## src/rtl/uart_alu_engine_if.sv

```systemverilog
// Byte stream bundle between the UART receiver/transmitter and the ALU engine.
interface uart_alu_engine_if;
    logic [7:0] REC_BYTE;
    logic       RECEIVED;
    logic [7:0] TX_BYTE;
    logic       TX_VALID;
    logic       TX_READY;
    logic       BUSY;
    logic       DROPPED;

    modport master (
        output REC_BYTE, RECEIVED, TX_READY,
        input  TX_BYTE, TX_VALID, BUSY, DROPPED
    );

    modport slave (
        input  REC_BYTE, RECEIVED, TX_READY,
        output TX_BYTE, TX_VALID, BUSY, DROPPED
    );
endinterface

```

## src/rtl/uart_alu_engine.sv

```systemverilog
// Byte-serial ADD/SUB/NIB engine: opcode + two LE operands in, result bytes + flags out.
// Optional inter-byte gap timeout enabled by defining UART_ALU_TIMEOUT_EN.
module uart_alu_engine #(
    parameter int OPERAND_BYTES  = 2,
    parameter int TIMEOUT_CYCLES = 1200000
) (
    input logic              iCE_CLK,
    input logic              RST,
    uart_alu_engine_if.slave bus
);
    localparam int N  = OPERAND_BYTES;
    localparam int IW = (N > 1) ? $clog2(N) : 1;
    localparam logic [IW-1:0] LAST = IW'(N - 1);

    typedef enum logic [2:0] {IDLE, GET_A, GET_B, COMPUTE, SEND, SEND_FLAGS} state_t;
    typedef enum logic [1:0] {OP_ADD, OP_SUB, OP_NIB} op_t;

    state_t          state;
    op_t             op;
    logic [IW-1:0]   idx;
    logic            carry;
    logic            zero_acc;
    logic [N-1:0][7:0] a_buf, b_buf, r_buf;
    logic [7:0]      tx_byte;
    logic [7:0]      flags;
    logic            tx_valid;
    logic            dropped;

    logic [7:0]      b_eff;
    logic [8:0]      sum;
    logic [3:0]      nib;
    logic [7:0]      r_byte;
    logic [7:0]      flags_next;

`ifdef UART_ALU_TIMEOUT_EN
    logic [31:0]     gap;
    logic            gap_hit;
    assign gap_hit = (gap == 32'(TIMEOUT_CYCLES - 1));
`endif

    // SUB is A + ~B + 1, so the B path is inverted and carry seeded with 1.
    always_comb begin
        b_eff  = (op == OP_SUB) ? ~b_buf[idx] : b_buf[idx];
        sum    = {1'b0, a_buf[idx]} + {1'b0, b_eff} + {8'd0, carry};
        nib    = a_buf[idx][3:0] + a_buf[idx][7:4];
        r_byte = (op == OP_NIB) ? {nib, nib} : sum[7:0];
        flags_next    = 8'h00;
        flags_next[0] = (op == OP_SUB) ? ~sum[8] : sum[8];
        flags_next[1] = zero_acc && (r_byte == 8'h00);
        flags_next[2] = (a_buf[idx][7] == b_eff[7]) && (r_byte[7] != a_buf[idx][7]);
    end

    always_ff @(posedge iCE_CLK) begin
        if (RST) begin
            state    <= IDLE;
            op       <= OP_ADD;
            idx      <= '0;
            carry    <= 1'b0;
            zero_acc <= 1'b1;
            a_buf    <= '0;
            b_buf    <= '0;
            r_buf    <= '0;
            tx_byte  <= 8'h00;
            flags    <= 8'h00;
            tx_valid <= 1'b0;
            dropped  <= 1'b0;
        end else begin
            dropped <= 1'b0;
            case (state)
                IDLE: begin
                    tx_valid <= 1'b0;
                    if (bus.RECEIVED) begin
                        idx      <= '0;
                        zero_acc <= 1'b1;
                        case (bus.REC_BYTE)
                            8'h00: begin op <= OP_ADD; carry <= 1'b0; state <= GET_A; end
                            8'h01: begin op <= OP_SUB; carry <= 1'b1; state <= GET_A; end
                            8'h02: begin op <= OP_NIB; carry <= 1'b0; state <= GET_A; end
                            default: begin
                                tx_byte  <= 8'hEE;
                                tx_valid <= 1'b1;
                                state    <= SEND_FLAGS;
                            end
                        endcase
                    end
                end
                GET_A: begin
                    if (bus.RECEIVED) begin
                        a_buf[idx] <= bus.REC_BYTE;
                        if (idx == LAST) begin
                            idx   <= '0;
                            state <= (op == OP_NIB) ? COMPUTE : GET_B;
                        end else begin
                            idx <= idx + 1'b1;
                        end
                    end
`ifdef UART_ALU_TIMEOUT_EN
                    else if (gap_hit) begin
                        dropped <= 1'b1;
                        state   <= IDLE;
                    end
`endif
                end
                GET_B: begin
                    if (bus.RECEIVED) begin
                        b_buf[idx] <= bus.REC_BYTE;
                        if (idx == LAST) begin
                            idx   <= '0;
                            state <= COMPUTE;
                        end else begin
                            idx <= idx + 1'b1;
                        end
                    end
`ifdef UART_ALU_TIMEOUT_EN
                    else if (gap_hit) begin
                        dropped <= 1'b1;
                        state   <= IDLE;
                    end
`endif
                end
                COMPUTE: begin
                    dropped    <= bus.RECEIVED;
                    r_buf[idx] <= r_byte;
                    carry      <= sum[8];
                    zero_acc   <= zero_acc && (r_byte == 8'h00);
                    if (idx == LAST) begin
                        // With one-byte operands R[0] is still in flight this cycle.
                        tx_byte  <= (idx == '0) ? r_byte : r_buf[0];
                        tx_valid <= 1'b1;
                        flags    <= flags_next;
                        idx      <= '0;
                        state    <= SEND;
                    end else begin
                        idx <= idx + 1'b1;
                    end
                end
                SEND: begin
                    dropped <= bus.RECEIVED;
                    if (bus.TX_READY) begin
                        if (idx == LAST) begin
                            if (op == OP_NIB) begin
                                tx_valid <= 1'b0;
                                state    <= IDLE;
                            end else begin
                                tx_byte <= flags;
                                state   <= SEND_FLAGS;
                            end
                        end else begin
                            tx_byte <= r_buf[idx + 1'b1];
                            idx     <= idx + 1'b1;
                        end
                    end
                end
                SEND_FLAGS: begin
                    dropped <= bus.RECEIVED;
                    if (bus.TX_READY) begin
                        tx_valid <= 1'b0;
                        state    <= IDLE;
                    end
                end
                default: state <= IDLE;
            endcase
        end
    end

`ifdef UART_ALU_TIMEOUT_EN
    always_ff @(posedge iCE_CLK) begin
        if (RST)
            gap <= '0;
        else if (bus.RECEIVED)
            gap <= '0;
        else if (state == GET_A || state == GET_B)
            gap <= gap_hit ? '0 : gap + 32'd1;
    end
`endif

    assign bus.TX_BYTE  = tx_byte;
    assign bus.TX_VALID = tx_valid;
    assign bus.BUSY     = (state != IDLE);
    assign bus.DROPPED  = dropped;
endmodule

```

## src/flat_wrapper.sv

```systemverilog
// flat-port wrapper written by rule: the top's interface ports become plain ports
module uart_alu_engine_flat 
#(
    parameter int OPERAND_BYTES  = 2,
    parameter int TIMEOUT_CYCLES = 1200000
)
  (iCE_CLK, RST, bus_REC_BYTE, bus_RECEIVED, bus_TX_READY, bus_TX_BYTE, bus_TX_VALID, bus_BUSY, bus_DROPPED);
  uart_alu_engine_if bus_i ();
  input logic iCE_CLK;
  input logic RST;
  input wire logic [$bits(bus_i.REC_BYTE)-1:0] bus_REC_BYTE;
  input wire logic [$bits(bus_i.RECEIVED)-1:0] bus_RECEIVED;
  input wire logic [$bits(bus_i.TX_READY)-1:0] bus_TX_READY;
  output wire logic [$bits(bus_i.TX_BYTE)-1:0] bus_TX_BYTE;
  output wire logic [$bits(bus_i.TX_VALID)-1:0] bus_TX_VALID;
  output wire logic [$bits(bus_i.BUSY)-1:0] bus_BUSY;
  output wire logic [$bits(bus_i.DROPPED)-1:0] bus_DROPPED;
  assign bus_i.REC_BYTE = bus_REC_BYTE;
  assign bus_i.RECEIVED = bus_RECEIVED;
  assign bus_i.TX_READY = bus_TX_READY;
  assign bus_TX_BYTE = bus_i.TX_BYTE;
  assign bus_TX_VALID = bus_i.TX_VALID;
  assign bus_BUSY = bus_i.BUSY;
  assign bus_DROPPED = bus_i.DROPPED;
  uart_alu_engine #(.OPERAND_BYTES(OPERAND_BYTES), .TIMEOUT_CYCLES(TIMEOUT_CYCLES)) u_core (.iCE_CLK(iCE_CLK), .RST(RST), .bus(bus_i));
endmodule
```

## config.mk

```make
export PLATFORM = sky130hd
export DESIGN_NAME = uart_alu_engine_flat
export DESIGN_NICKNAME = d
export VERILOG_FILES = /design/src/rtl/uart_alu_engine_if.sv /design/src/rtl/uart_alu_engine.sv /design/src/flat_wrapper.sv
export SDC_FILE = /design/constraint.sdc
export NUM_CORES = 1
export LEC_CHECK = 0
export BUFFER_PORTS_ARGS = -buffer_cell sky130_fd_sc_hd__buf_2
export CAP_MARGIN = 20
export CELL_PAD_IN_SITES_DETAIL_PLACEMENT = 1
export CELL_PAD_IN_SITES_GLOBAL_PLACEMENT = 1
export CORE_MARGIN = 4
export CORE_UTILIZATION = 30
export CTS_CLUSTER_DIAMETER = 150
export DETAILED_ROUTE_END_ITERATION = 10
export PLACE_DENSITY_LB_ADDON = 0.1
export SKIP_CTS_REPAIR_TIMING = 1
export SLEW_MARGIN = 20
export SYNTH_ARGS = -nofsm -noshare
export SYNTH_HDL_FRONTEND = slang
export SYNTH_SLANG_ARGS = --single-unit
```

## constraint.sdc

```tcl
create_clock -name iCE_CLK -period 9.8 [get_ports iCE_CLK]
set_clock_uncertainty 0.2 [all_clocks]
set_input_delay 0.49 -clock iCE_CLK [delete_from_list [all_inputs] [get_ports iCE_CLK]]
set_output_delay 0.49 -clock iCE_CLK [all_outputs]
set_load 0.1 [all_outputs]
```

== Word-level counts from Yosys, hierarchy flattened ==
Index checks and enable logic that the tools add are counted.

* Input bits: 12
* Bits in registers: 69
* Word-level logic and storage cells: 131
* Output and inout bits: 11

* Muxes and demuxes: 54
* Bitwise logic cells: 3
* $lt $le $gt $ge: 3
* Reduce and logical (&&, ||, !) cells: 27
* Add/sub/neg operators: 4
* Eq/ne operators: 25

{| class="wikitable"
|+ Operators with widths
! cell !! count
|-
| 8-bit two-way mux || 15
|-
| 16-bit bitwise mux || 3
|-
| 3-bit two-way mux || 11
|-
| 8-bit case mux with 3 select lines || 1
|-
| 3-bit case mux with 6 select lines || 1
|-
| 8-bit zero test || 2
|-
| 1-bit two-way mux || 16
|-
| 2-bit by 1-bit != test with 1-bit output, second input constant || 6
|-
| 2-bit != test, second input constant || 6
|-
| 6-bit AND reduction || 2
|-
| 8-bit by 8-bit adder with 9-bit output || 1
|-
| 9-bit by 1-bit adder with 9-bit output || 1
|-
| 9-bit AND reduction || 1
|-
| 3-bit nonzero test || 3
|-
| 8-bit demux with 1-bit select || 1
|-
| 8-bit by 1-bit == test with 1-bit output, second input constant || 1
|-
| 8-bit by 2-bit == test with 1-bit output, second input constant || 1
|-
| 8-bit NOT || 1
|-
| 1-bit case mux with 4 select lines || 2
|-
| 2-bit AND reduction || 4
|-
| 4-bit nonzero test || 2
|-
| 3-bit by 2-bit == test with 1-bit output, second input constant || 2
|-
| 3-bit == test, second input constant || 2
|-
| 3-bit != test, second input constant || 2
|-
| 19 further kinds || 29
|}

== Logic depth before layout (Yosys ltp) ==
Gate-level depths: netlist (run 1).

* Depth in word-level cells: 10
* Gate-level depth with buffers: 13
* Gate-level depth less buffers: 11

== Least setup slack after synthesis (run 1) ==
Ideal clock, no wire load.

* Path kind: flip-flop to flip-flop
* Start: register u_core.idx
* End: register u_core.flags[1]
* Buffers on the path: 2
* Arrival: 2.894 ns
* Setup time: 0.096 ns
* Path slack: 6.610 ns
* Period minus slack after synthesis: 3.190 ns
* Cell stages (with the launch flop): 14
* Data required time: 9.504 ns
* Path through: dfxtp_1 -> buf_2 -> buf_2 -> mux2i_1 -> xor2_1 -> fa_1 -> inv_1 -> fa_1 -> a21o_1 -> a21oi_1 -> xnor2_1 -> a211oi_1 -> nand4_1 -> o41ai_2

* Word-level cells in the longest chain between the ends: 9
* Elaborated cells between the ends (all ways): 13
* Classes of those cells: add/sub: 3; mux: 6; bitwise: 1; reduce/logical: 3

{| class="wikitable"
|+ RTL lines
! item !! line !! RTL
|-
| start: declaration || uart_alu_engine.sv:20 || <nowiki>logic [IW-1:0] idx;</nowiki>
|-
| start signal: assignment || uart_alu_engine.sv:94 || <nowiki>idx <= idx + 1'b1;</nowiki>
|-
| start signal: assignment || uart_alu_engine.sv:111 || <nowiki>idx <= idx + 1'b1;</nowiki>
|-
| start signal: assignment || uart_alu_engine.sv:134 || <nowiki>idx <= idx + 1'b1;</nowiki>
|-
| 8-bit two-way mux (implied by the code) (2 in a row) || uart_alu_engine.sv:43 || <nowiki>b_eff = (op == OP_SUB) ? ~b_buf[idx] : b_buf[idx];</nowiki>
|-
| 8-bit NOT || uart_alu_engine.sv:43 ||
|-
| 8-bit two-way mux || uart_alu_engine.sv:43 ||
|-
| 8-bit by 8-bit adder with 9-bit output || uart_alu_engine.sv:44 || <nowiki>sum = {1'b0, a_buf[idx]} + {1'b0, b_eff} + {8'd0, carry};</nowiki>
|-
| 9-bit by 1-bit adder with 9-bit output || uart_alu_engine.sv:44 ||
|-
| 8-bit two-way mux || uart_alu_engine.sv:46 || <nowiki>r_byte = (op == OP_NIB) ? {nib, nib} : sum[7:0];</nowiki>
|-
| 8-bit zero test || uart_alu_engine.sv:49 || <nowiki>flags_next[1] = zero_acc && (r_byte == 8'h00);</nowiki>
|-
| 1-bit logical AND || uart_alu_engine.sv:49 ||
|-
| end signal: assignment || uart_alu_engine.sv:130 || <nowiki>flags <= flags_next;</nowiki>
|-
| end: declaration || uart_alu_engine.sv:25 || <nowiki>logic [7:0] flags;</nowiki>
|}

Parallel ways exist; a longest one is shown, timed or not. The select of a mux whose other input is x is not followed.
A chain may end at the register's enable or synchronous reset.

== Worst setup path after layout (run 1) ==
Ends and elaborated chain as after synthesis.

==> flow_metrics.tcl, run 1 <==
set metrics [dict create \
    synth_top_family_by_area "simple AND/OR/NAND/NOR gates" \
    reg2reg_depth 9 \
    numCtsBuffers 9 \
    clkLatencyLatePin_ps 340 \
    dr_total_vias 3041 \
    drive_gt1_share_pct 14.4 \
    worstHoldPathCells 3 \
    synth_mux_area_share_pct 13.2 \
    core_um2 12100 \
    rsz0062_at_grt "false" \
    hp-class "input port to flip-flop" \
    fill_cells 1414 \
    ys_warn_count 0 \
    finalSetupTns_ps 0 \
    cts_buffer_depth 2 \
    p_per_area_nw_per_um2 178 \
    synth-seq-area-share_pct 37.2 \
    required_ps 9840 \
    cp-start-kind "flip-flop" \
    first_pass_iters 4 \
    swShare_pct 33.1 \
    avgViaCountPerCell 4.98 \
    post_drt_wl_per_cell_um 16.8 \
    final_common_cell "nor2_1" \
    yosys.area_share.simple_pct 19.5 \
    status "completed" \
    fp.dieH_um 119 \
    ant_nets 0 \
    grt_pass1_wl_mm 17.1 \
    gr-total-overflow 0 \
    final_cell_mix "70 x nor2_1, 69 x dfxtp_1, 40 x mux2i_1, 32 x nand2_1, 30 x a21oi_1" \
    drv_slew 0 \
    crit_path_end_kind "flip-flop" \
    fin_hold_ws_ps 235 \
    critical-path-top-delay-family "compound AO/OA/AOI/OAI gates" \
    cp_max_fo 33 \
    cts_tree "done" \
    cp_num_cells 9 \
    power_frac_clock_pct 39.8 \
    slowest_stage "mux2_2" \
    die_x_um 119 \
    path_class "flip-flop to flip-flop" \
    path_cells "buf_4, mux2_2, ha_1, o211ai_1, a21oi_1, or3_1, a31oi_1, nand4_1, o41ai_2" \
    vdd_drop_max_uv 96.7 \
    fmaxAchievable_mhz 305 \
    synth_edf_count 0 \
    seqPwrFrac_pct 40.1 \
    grt_max_degree 72 \
    synthesis.area_um2 3710 \
    intPower_mw 0.505 \
    setup_violations 0 \
    synth_compound_area_share_pct 17.6 \
    critPathBufInv 1 \
    async_reset_ff_share_pct 0 \
    synth_xor_area_share_pct 3.77 \
    cpPeakStageDelay_ps 420 \
    power_frac_comb_pct 20.1 \
    dp_hpwl_mm 7.30 \
    fin_crit_sh_pct 33.5 \
    cts_num_sinks 69 \
    leakagePower_nw 1.71 \
    cts-root-buf "clkbuf_16" \
    dpl_cell_area_um2 3960 \
    port_buffers 22 \
    nNetsFinal 464 \
    synth_fa_ha_area_share_pct 4.99 \
    syn_inst 425 \
    drc 0 \
    dr.first_iter.drc_count 162 \
    slew_headroom_pct 33.1 \
    finalInstanceArea_um2 4230 \
    switchingPower_mw 0.250 \
    min_period_ps 3280 \
    grt_pass1_vias 3075 \
    ys_ff_latch 69 \
    antenna_cells 0 \
    dieArea_um2 14200 \
    areaGrowthSynthToFinish_pct 13.9 \
    gp_congestion 0.797 \
    htree_levels 3 \
    cap_violations 0 \
    antenna_found_initial 0 \
    placed_cells 596 \
    track_usage_pct 15.4 \
    hold_violations 0 \
    avgSynthCellArea_um2 8.74 \
    routed_wl_mm 10.3 \
    synth_cell_types 53 \
    cts.clk_slew.worst_paths_ps 50 \
    pin_count 23 \
    tightest_slew_ps 997 \
    synth_fp_nets 450 \
    arrival_ps 3330 \
    yosys_most_used_dff "dfxtp_1" \
    initial_core_util_pct 30.8 \
    rows 40 \
    stdcell_count 611 \
]
[metal layers]
metal	up-vias	GRT usage [%]	share of wire, %	wire length, µm
li1	1544	-	-	-
met3	7	4.08	2.6	264
met4	0	5.00	1.0	104
met1	1463	20.4	51	5190
met5	-	0	0	0
met2	27	24.3	46	4710
[area by class of cell]
class,count,area (µm²),share of cell area [%]
tap,168,210,4.97
inverter,9,33.8,0.799
multi-input combinational,324,2200,51.9
clock buffer,11,243,5.74
clock inverter,4,25.0,0.592
timing repair buffer,26,140,3.31
sequential,69,1380,32.7
[kinds of logic after synthesis]
| kind of cell | Yosys count |
|---|---|
| simple gates | 149 |
| xor+xnor | 16 |
| mux | 48 |
| buf+inv | 32 |
| compound gates | 98 |
| flops | 69 |
| fa+ha+maj | 13 |
[power groups by stage]
stage	registers, mW	clock network [mW]	logic (mW)
after floorplan	0.349	0	0.0822
after global placement	0.309	0	0.152
after detailed placement	0.309	0	0.154
after CTS	0.303	0.312	0.154
after global routing	0.305	0.324	0.165
final	0.303	0.300	0.152
[metrics by stage]
step	total power, mW	utilization [%]	setup WS [ps]
3_3_place_gp	0.461	32.8	6550
3_5_place_dp	0.463	32.9	6480
2_1_floorplan	0.431	-	6610
5_1_grt	0.794	35.1	6180
4_1_cts	0.769	35.1	6470
6_report	0.755	35.1	6520
[cell usage after synthesis, types with 5 or more instances]
master / number / share of area (%)
mux2i_1: 40 / 11
a211oi_1: 21 / 4.2
nor2_1: 70 / 7.1
o21ai_0: 17 / 2.3
nand2_1: 32 / 3.2
ha_1: 10 / 3.4
mux2_2: 8 / 2.4
a221oi_1: 7 / 1.7
xnor2_1: 12 / 2.8
nor3_1: 8 / 1.1
clkbuf_1: 13 / 1.3
a21oi_1: 30 / 4.0
buf_2: 8 / 1.1
inv_1: 8 / 0.81
nand3_1: 5 / 0.67
dfxtp_1: 69 / 37
[worst min-delay path: stages]
cell     delay, ps
buf_2          130
nand2_1         60
a21oi_1         50
[final timing paths]
kind	from	endpoint	slack, ps
hold reg to reg	u_core.bus.TX_VALID	u_core.bus.TX_VALID	270
setup / recovery	u_core.idx	u_core.flags[1]	6520
setup reg to reg	u_core.idx	u_core.flags[1]	6520
hold / removal	bus_REC_BYTE[5]	u_core.a_buf[13]	230
[state kept, by name (all words and copies together) (netlist names), 2 cells and up]
signal              flops
u_core.op               2
u_core.bus.TX_BYTE      8
u_core.state            3
u_core.r_buf           16
u_core.flags            3
u_core.a_buf           16
u_core.b_buf           16
Note: power is estimated with default switching activity, not from simulation.
==> run 2, diff against run 1 <==
--- a/config.mk
+++ b/config.mk
@@ -5,6 +5,7 @@
 export SDC_FILE = /design/constraint.sdc
 export NUM_CORES = 1
 export LEC_CHECK = 0
+export ABC_AREA = 1
 export BUFFER_PORTS_ARGS = -buffer_cell sky130_fd_sc_hd__buf_2
 export CAP_MARGIN = 20
 export CELL_PAD_IN_SITES_DETAIL_PLACEMENT = 1
==> constraint.sdc (replaced) <==
create_clock -name iCE_CLK -period 3.3 [get_ports iCE_CLK]
set_clock_uncertainty 0.2 [all_clocks]
set_input_delay 0.165 -clock iCE_CLK [delete_from_list [all_inputs] [get_ports iCE_CLK]]
set_output_delay 0.165 -clock iCE_CLK [all_outputs]
set_load 0.1 [all_outputs]
==> flow_metrics.tcl, run 2 <==
set metrics [dict create \
    fin_hold_ws_ps -33.8 \
    avgViaCountPerCell 4.82 \
    cts-root-buf "clkbuf_16" \
    numCtsBuffers 9 \
    cts.clk_slew.worst_paths_ps 50 \
    drv_slew 0 \
    fin_crit_sh_pct 88.5 \
    post_drt_wl_per_cell_um 14.9 \
    cp_common_cell "nand2_1" \
    tightest_slew_ps 627 \
    gr-total-overflow 0 \
    cts_num_sinks 69 \
    synth_top_area_share_pct 36.1 \
    post-route-util_pct 36.0 \
    critical-path-top-delay-family "simple AND/OR/NAND/NOR gates" \
    synth.most_common_cell "nand2_1" \
    min_from "bus_REC_BYTE[2]" \
    yosys_most_used_dff "dfxtp_1" \
    synth_cell_types 39 \
    reg2reg_depth 15 \
    avgSynthCellArea_um2 6.83 \
    fmaxAchievable_mhz 342 \
    pin_count 23 \
    fp.dieH_um 121 \
    cap_violations 0 \
    min_period_ps 2920 \
    dr_total_vias 3637 \
    finalSetupTns_ps 0 \
    p_per_area_nw_per_um2 815 \
    stdcell_count 755 \
    synth_top_area_cell "dfxtp_1" \
    cts_tree "done" \
    grt_max_degree 32 \
    die_x_um 121 \
    rows 40 \
    track_usage_pct 16.7 \
    ys_top_cells_by_area "dfxtp_1 36%, nand2_1 10%, o21ai_0 9.8%" \
    path_cells "buf_4, buf_4, o21ai_0, xor2_1, ha_1, a21oi_1, nand2_1, nand2_1, nand2_1, nand2_1, nand3_1, nand2_1, nor2_1, nand2_1, nand3_1" \
    netlist_top_cells_count "102 x nand2_1, 86 x inv_1, 75 x o21ai_0" \
    antenna_cells 0 \
    gp_congestion 0.810 \
    crit_path_end_kind "flip-flop" \
    setup_violations 0 \
    ant_nets 0 \
    dieArea_um2 14600 \
    grt_pass1_vias 3692 \
    antenna_found_initial 0 \
    synthesis.area_um2 3820 \
    power_frac_comb_pct 44.6 \
    rsz0062_at_grt "false" \
    initial_core_util_pct 31.2 \
    ys_ff_latch 69 \
    worstHoldPathCells 3 \
    slowest_stage "o21ai_0" \
    leakagePower_nw 2.01 \
    htree_levels 3 \
    hold_violations 9 \
    first_pass_iters 4 \
    status "finished, violations left" \
    final_cell_mix "102 x nand2_1, 86 x inv_1, 75 x o21ai_0, 69 x dfxtp_1, 64 x a21oi_1" \
    seqPwrFrac_pct 28.5 \
    intPower_mw 1.99 \
    critPathBufInv 2 \
    cp-start-kind "flip-flop" \
    core_um2 12300 \
    synth-seq-area-share_pct 36.1 \
    synth_edf_count 0 \
    crit_path_start "u_core.idx" \
    violations "negative hold slack" \
    nNetsFinal 607 \
    clkLatencyLatePin_ps 340 \
    path_class "flip-flop to flip-flop" \
    ys_warn_count 0 \
    placed_cells 735 \
    routed_wl_mm 11.2 \
    switchingPower_mw 1.60 \
    port_buffers 22 \
    cp_num_cells 15 \
    grt_pass1_wl_mm 19.1 \
    hp-class "input port to flip-flop" \
    areaGrowthSynthToFinish_pct 15.3 \
    drc 0 \
    fill_cells 1578 \
    cp_max_fo 21 \
    swShare_pct 44.6 \
    cpPeakStageDelay_ps 340 \
    vdd_drop_max_uv 347 \
    required_ps 3300 \
    cts_buffer_depth 2 \
    arrival_ps 2920 \
    syn_inst 560 \
    synth_fp_nets 585 \
    drive_gt1_share_pct 10.7 \
    power_frac_clock_pct 27.0 \
    slew_headroom_pct 58.0 \
    dr.first_iter.drc_count 207 \
    r2r_start "u_core.idx" \
    async_reset_ff_share_pct 0 \
    top_regs "u_core.a_buf: 16 flops, u_core.b_buf: 16 flops, u_core.r_buf: 16 flops" \
    dp_hpwl_mm 8.71 \
    final_common_cell "nand2_1" \
]
==> run 2: cell types whose count changed after synthesis, moves of 32 or more <==
| cell | change |
|---|---|
| mux2i_1 | -40 |
| o21ai_0 | +58 |
| a21oi_1 | +34 |
| nor2_1 | -32 |
| inv_1 | +78 |
| nand2_1 | +70 |
==> run 2: cell families (layout without fill, tap and decap cells) <==
family | after synthesis | in the layout | synth area share [%]
buffers and inverters | 116 | 143 | 12.6
AND/OR/NAND/NOR | 194 | 194 | 22.1
flip-flops | 69 | 69 | 36.1
AO/OA/AOI/OAI | 160 | 160 | 22.5
XOR/XNOR | 8 | 8 | 1.83
adder cells (fa/ha/maj) | 13 | 13 | 4.84
==> run 2: cell type report <==
| type | instances | area [µm²] | area share [%] |
|---|---|---|---|
| Clock buffer | 12 | 246 | 5.59 |
| Tap cell | 168 | 210 | 4.77 |
| Timing Repair Buffer | 34 | 210 | 4.77 |
| Inverter | 93 | 352 | 7.97 |
| Clock inverter | 4 | 47.5 | 1.08 |
| Multi-Input combinational cell | 375 | 1960 | 44.5 |
| Sequential cell | 69 | 1380 | 31.3 |
==> run 2: routing by layer <==
layer  share of wire [%]  vias to the layer above  track usage, %  wire length (µm)
met5                   0                        -               0                 0
met4                 2.1                        0            6.37               232
met3                 2.7                       17            3.50               298
met2                  43                       32            24.7              4840
met1                  52                     1724            23.7              5860
li1                    -                     1864               -                 -
==> run 2: path summary, 6_finish.rpt <==
| kind | end | slack [ps] |
|---|---|---|
| max | u_core.zero_acc | 380 |
| min | u_core.a_buf[2] | -30 |
| max reg2reg | u_core.zero_acc | 380 |
| min reg2reg | u_core.b_buf[15] | 240 |
==> run 2: tightest hold or removal path: cells and delay by family <==
family / cells / cell delay (ps)
compound gates: 2 / 180
buf+inv: 1 / 110
==> run 2: power by group through the flow <==
stage | combinational, mW | clock (mW) | sequential (mW)
finish | 1.60 | 0.970 | 1.02
floorplan | 1.04 | 0 | 1.28
global placement | 1.61 | 0 | 1.04
global route | 1.80 | 1.04 | 1.04
detailed placement | 1.63 | 0 | 1.04
CTS | 1.63 | 1.00 | 1.02
==> run 2: metrics by stage <==
| step | hold WS (ps) | setup WS [ps] | total power [mW] | instance area, µm² |
|---|---|---|---|---|
| after CTS | -77.4 | 340 | 3.65 | 4370 |
| after floorplan | 121 | 289 | 2.31 | 3820 |
| final | -33.8 | 380 | 3.59 | 4410 |
| after global routing | 1.21 | 51.3 | 3.88 | 4410 |
| after global placement | 233 | 384 | 2.65 | 4080 |
| after detailed placement | 238 | 347 | 2.67 | 4080 |
==> run 3, diff against run 2 <==
--- a/config.mk
+++ b/config.mk
@@ -11,7 +11,7 @@
 export CELL_PAD_IN_SITES_DETAIL_PLACEMENT = 1
 export CELL_PAD_IN_SITES_GLOBAL_PLACEMENT = 1
 export CORE_MARGIN = 4
-export CORE_UTILIZATION = 30
+export CORE_UTILIZATION = 44
 export CTS_CLUSTER_DIAMETER = 150
 export DETAILED_ROUTE_END_ITERATION = 10
 export PLACE_DENSITY_LB_ADDON = 0.1
==> constraint.sdc (replaced) <==
create_clock -name iCE_CLK -period 3.3 [get_ports iCE_CLK]
set_clock_uncertainty 0.2 [all_clocks]
set_input_delay 0.33 -clock iCE_CLK [delete_from_list [all_inputs] [get_ports iCE_CLK]]
set_output_delay 0.33 -clock iCE_CLK [all_outputs]
set_load 0.1 [all_outputs]
==> flow_metrics.tcl, run 3 (synthesis gave the netlist of run 2 again) <==
set metrics [dict create \
    place_ws_ps 381 \
    die_x_um 101 \
    min_period_ps 2970 \
    fin_crit_sh_pct 89.9 \
    drc 0 \
    fmaxAchievable_mhz 337 \
    vdd_drop_max_uv 424 \
    post_drt_wl_per_cell_um 16.0 \
    dr_total_vias 3686 \
    cp_common_cell "nand2_1" \
    antenna_cells 0 \
    gr-total-overflow 0 \
    first_pass_iters 4 \
    antenna_found_initial 0 \
    nNetsFinal 600 \
    clkLatencyLatePin_ps 350 \
    grt_pass1_wl_mm 18.4 \
    port_buffers 22 \
    initial_core_util_pct 45.9 \
    cts.clk_slew.worst_paths_ps 80 \
    slew_headroom_pct 56.7 \
    cts_num_sinks 69 \
    cp_max_fo 34 \
    pin_count 23 \
    hp-class "input port to flip-flop" \
    timing.final.ws_setup_ps 332 \
    cts-root-buf "clkbuf_8" \
    status "completed" \
    drv_slew 0 \
    drive_gt1_share_pct 10.7 \
    seq_area_um2 1380 \
    rows 33 \
    placed_cells 669 \
    core_um2 8340 \
    avgViaCountPerCell 5.38 \
    final_cell_mix "102 x nand2_1, 86 x inv_1, 75 x o21ai_0, 69 x dfxtp_1, 64 x a21oi_1" \
    finalInstanceArea_um2 4220 \
    fill_cells 1134 \
    stdcell_count 685 \
    cts_buffer_depth 2 \
    cpPeakStageDelay_ps 490 \
    worstReg2RegEnd "u_core.flags[1]" \
    rrSetupSlack_ps 330 \
    reg2reg_depth 14 \
    top_regs "u_core.a_buf: 16 flops, u_core.b_buf: 16 flops, u_core.r_buf: 16 flops" \
    path_cells "buf_12, o21ai_0, inv_1, fa_1, or2_2, nand3_1, nand2_1, inv_1, nand2_1, nor2_1, nand2_1, nor2_1, nand2_1, a21oi_1" \
    finalSetupTns_ps 0 \
    routed_wl_mm 11.0 \
    slowest_stage "fa_1" \
    cp-start-kind "flip-flop" \
    arrival_ps 3050 \
    worstHoldPathCells 3 \
    htree_levels 3 \
    required_ps 3380 \
    hold_violations 0 \
    dpl_cell_area_um2 3990 \
    grt_pass1_vias 3730 \
    dr.first_iter.drc_count 155 \
    tightest_slew_ps 647 \
    setup_violations 0 \
    numCtsBuffers 9 \
    areaGrowthSynthToFinish_pct 10.2 \
    path_class "flip-flop to flip-flop" \
    fp.dieH_um 101 \
    leakagePower_nw 1.95 \
    cap_violations 0 \
    rsz0062_at_grt "false" \
    dp_hpwl_mm 8.22 \
    r2r_start "u_core.idx" \
    grt_max_degree 35 \
    dieArea_um2 10200 \
    crit_path_end_kind "flip-flop" \
    cts_tree "done" \
    multi_input_area_um2 1960 \
    final_common_cell "nand2_1" \
    critPathBufInv 3 \
    p_per_area_nw_per_um2 819 \
    gp_congestion 0.849 \
    track_usage_pct 22.7 \
    ant_nets 0 \
    critical-path-top-delay-family "simple AND/OR/NAND/NOR gates" \
    holdPathEnd "u_core.bus.DROPPED" \
    min_from "bus_RECEIVED" \
]
run 3: cell type report:
class | count | area share (%)
clock buffer | 9 | 2.94
inverter | 93 | 8.34
timing repair buffer | 27 | 3.80
clock inverter | 7 | 2.49
sequential | 69 | 32.8
tap | 105 | 3.12
multi-input combinational | 375 | 46.6
run 3: report_power, final:
group          leakage, nW  switching [mW]  internal, mW
registers            0.560          0.0791         0.949
logic                 1.28            1.19         0.431
clock network        0.112           0.367         0.437
run 3: how the worst max path moves through the flow:
stage               start              end  slack [ps]  depth (start not counted)
2_1_floorplan  u_core.idx  u_core.flags[1]         290                         19
3_3_place_gp   u_core.idx  u_core.flags[1]         470                         14
3_5_place_dp   u_core.idx  u_core.flags[1]         380                         14
4_1_cts        u_core.idx  u_core.flags[1]         320                         14
5_1_grt        u_core.idx  u_core.flags[1]         100                         14
6_report       u_core.idx  u_core.flags[1]         330                         14
run 3: worst reg2reg max path: stages, from the launching register on:
cell     delay [ps]
dfxtp_1         360
buf_12          180
o21ai_0         420
inv_1           200
fa_1            490
or2_2           300
nand3_1          70
nand2_1          70
inv_1           130
nand2_1          70
nor2_1           80
nand2_1          50
nor2_1           90
nand2_1          70
a21oi_1         110
run 3: layer usage:
layer	vias to the layer above	share of wire (%)	GRT usage [%]
met4	0	2.3	7.77
met5	-	0	0
met1	1760	49	31.2
li1	1843	-	-
met2	62	45	35.9
met3	21	3.2	3.99
run 3: metrics by stage:
step / hold WS (ps) / util, % / power (mW)
6_report: 83.8 / 50.6 / 3.45
5_1_grt: 98.2 / 50.6 / 3.69
4_1_cts: 72.3 / 50.6 / 3.47
3_5_place_dp: 242 / 47.8 / 2.65
3_3_place_gp: 231 / 47.8 / 2.60
2_1_floorplan: 220 / - / 2.31
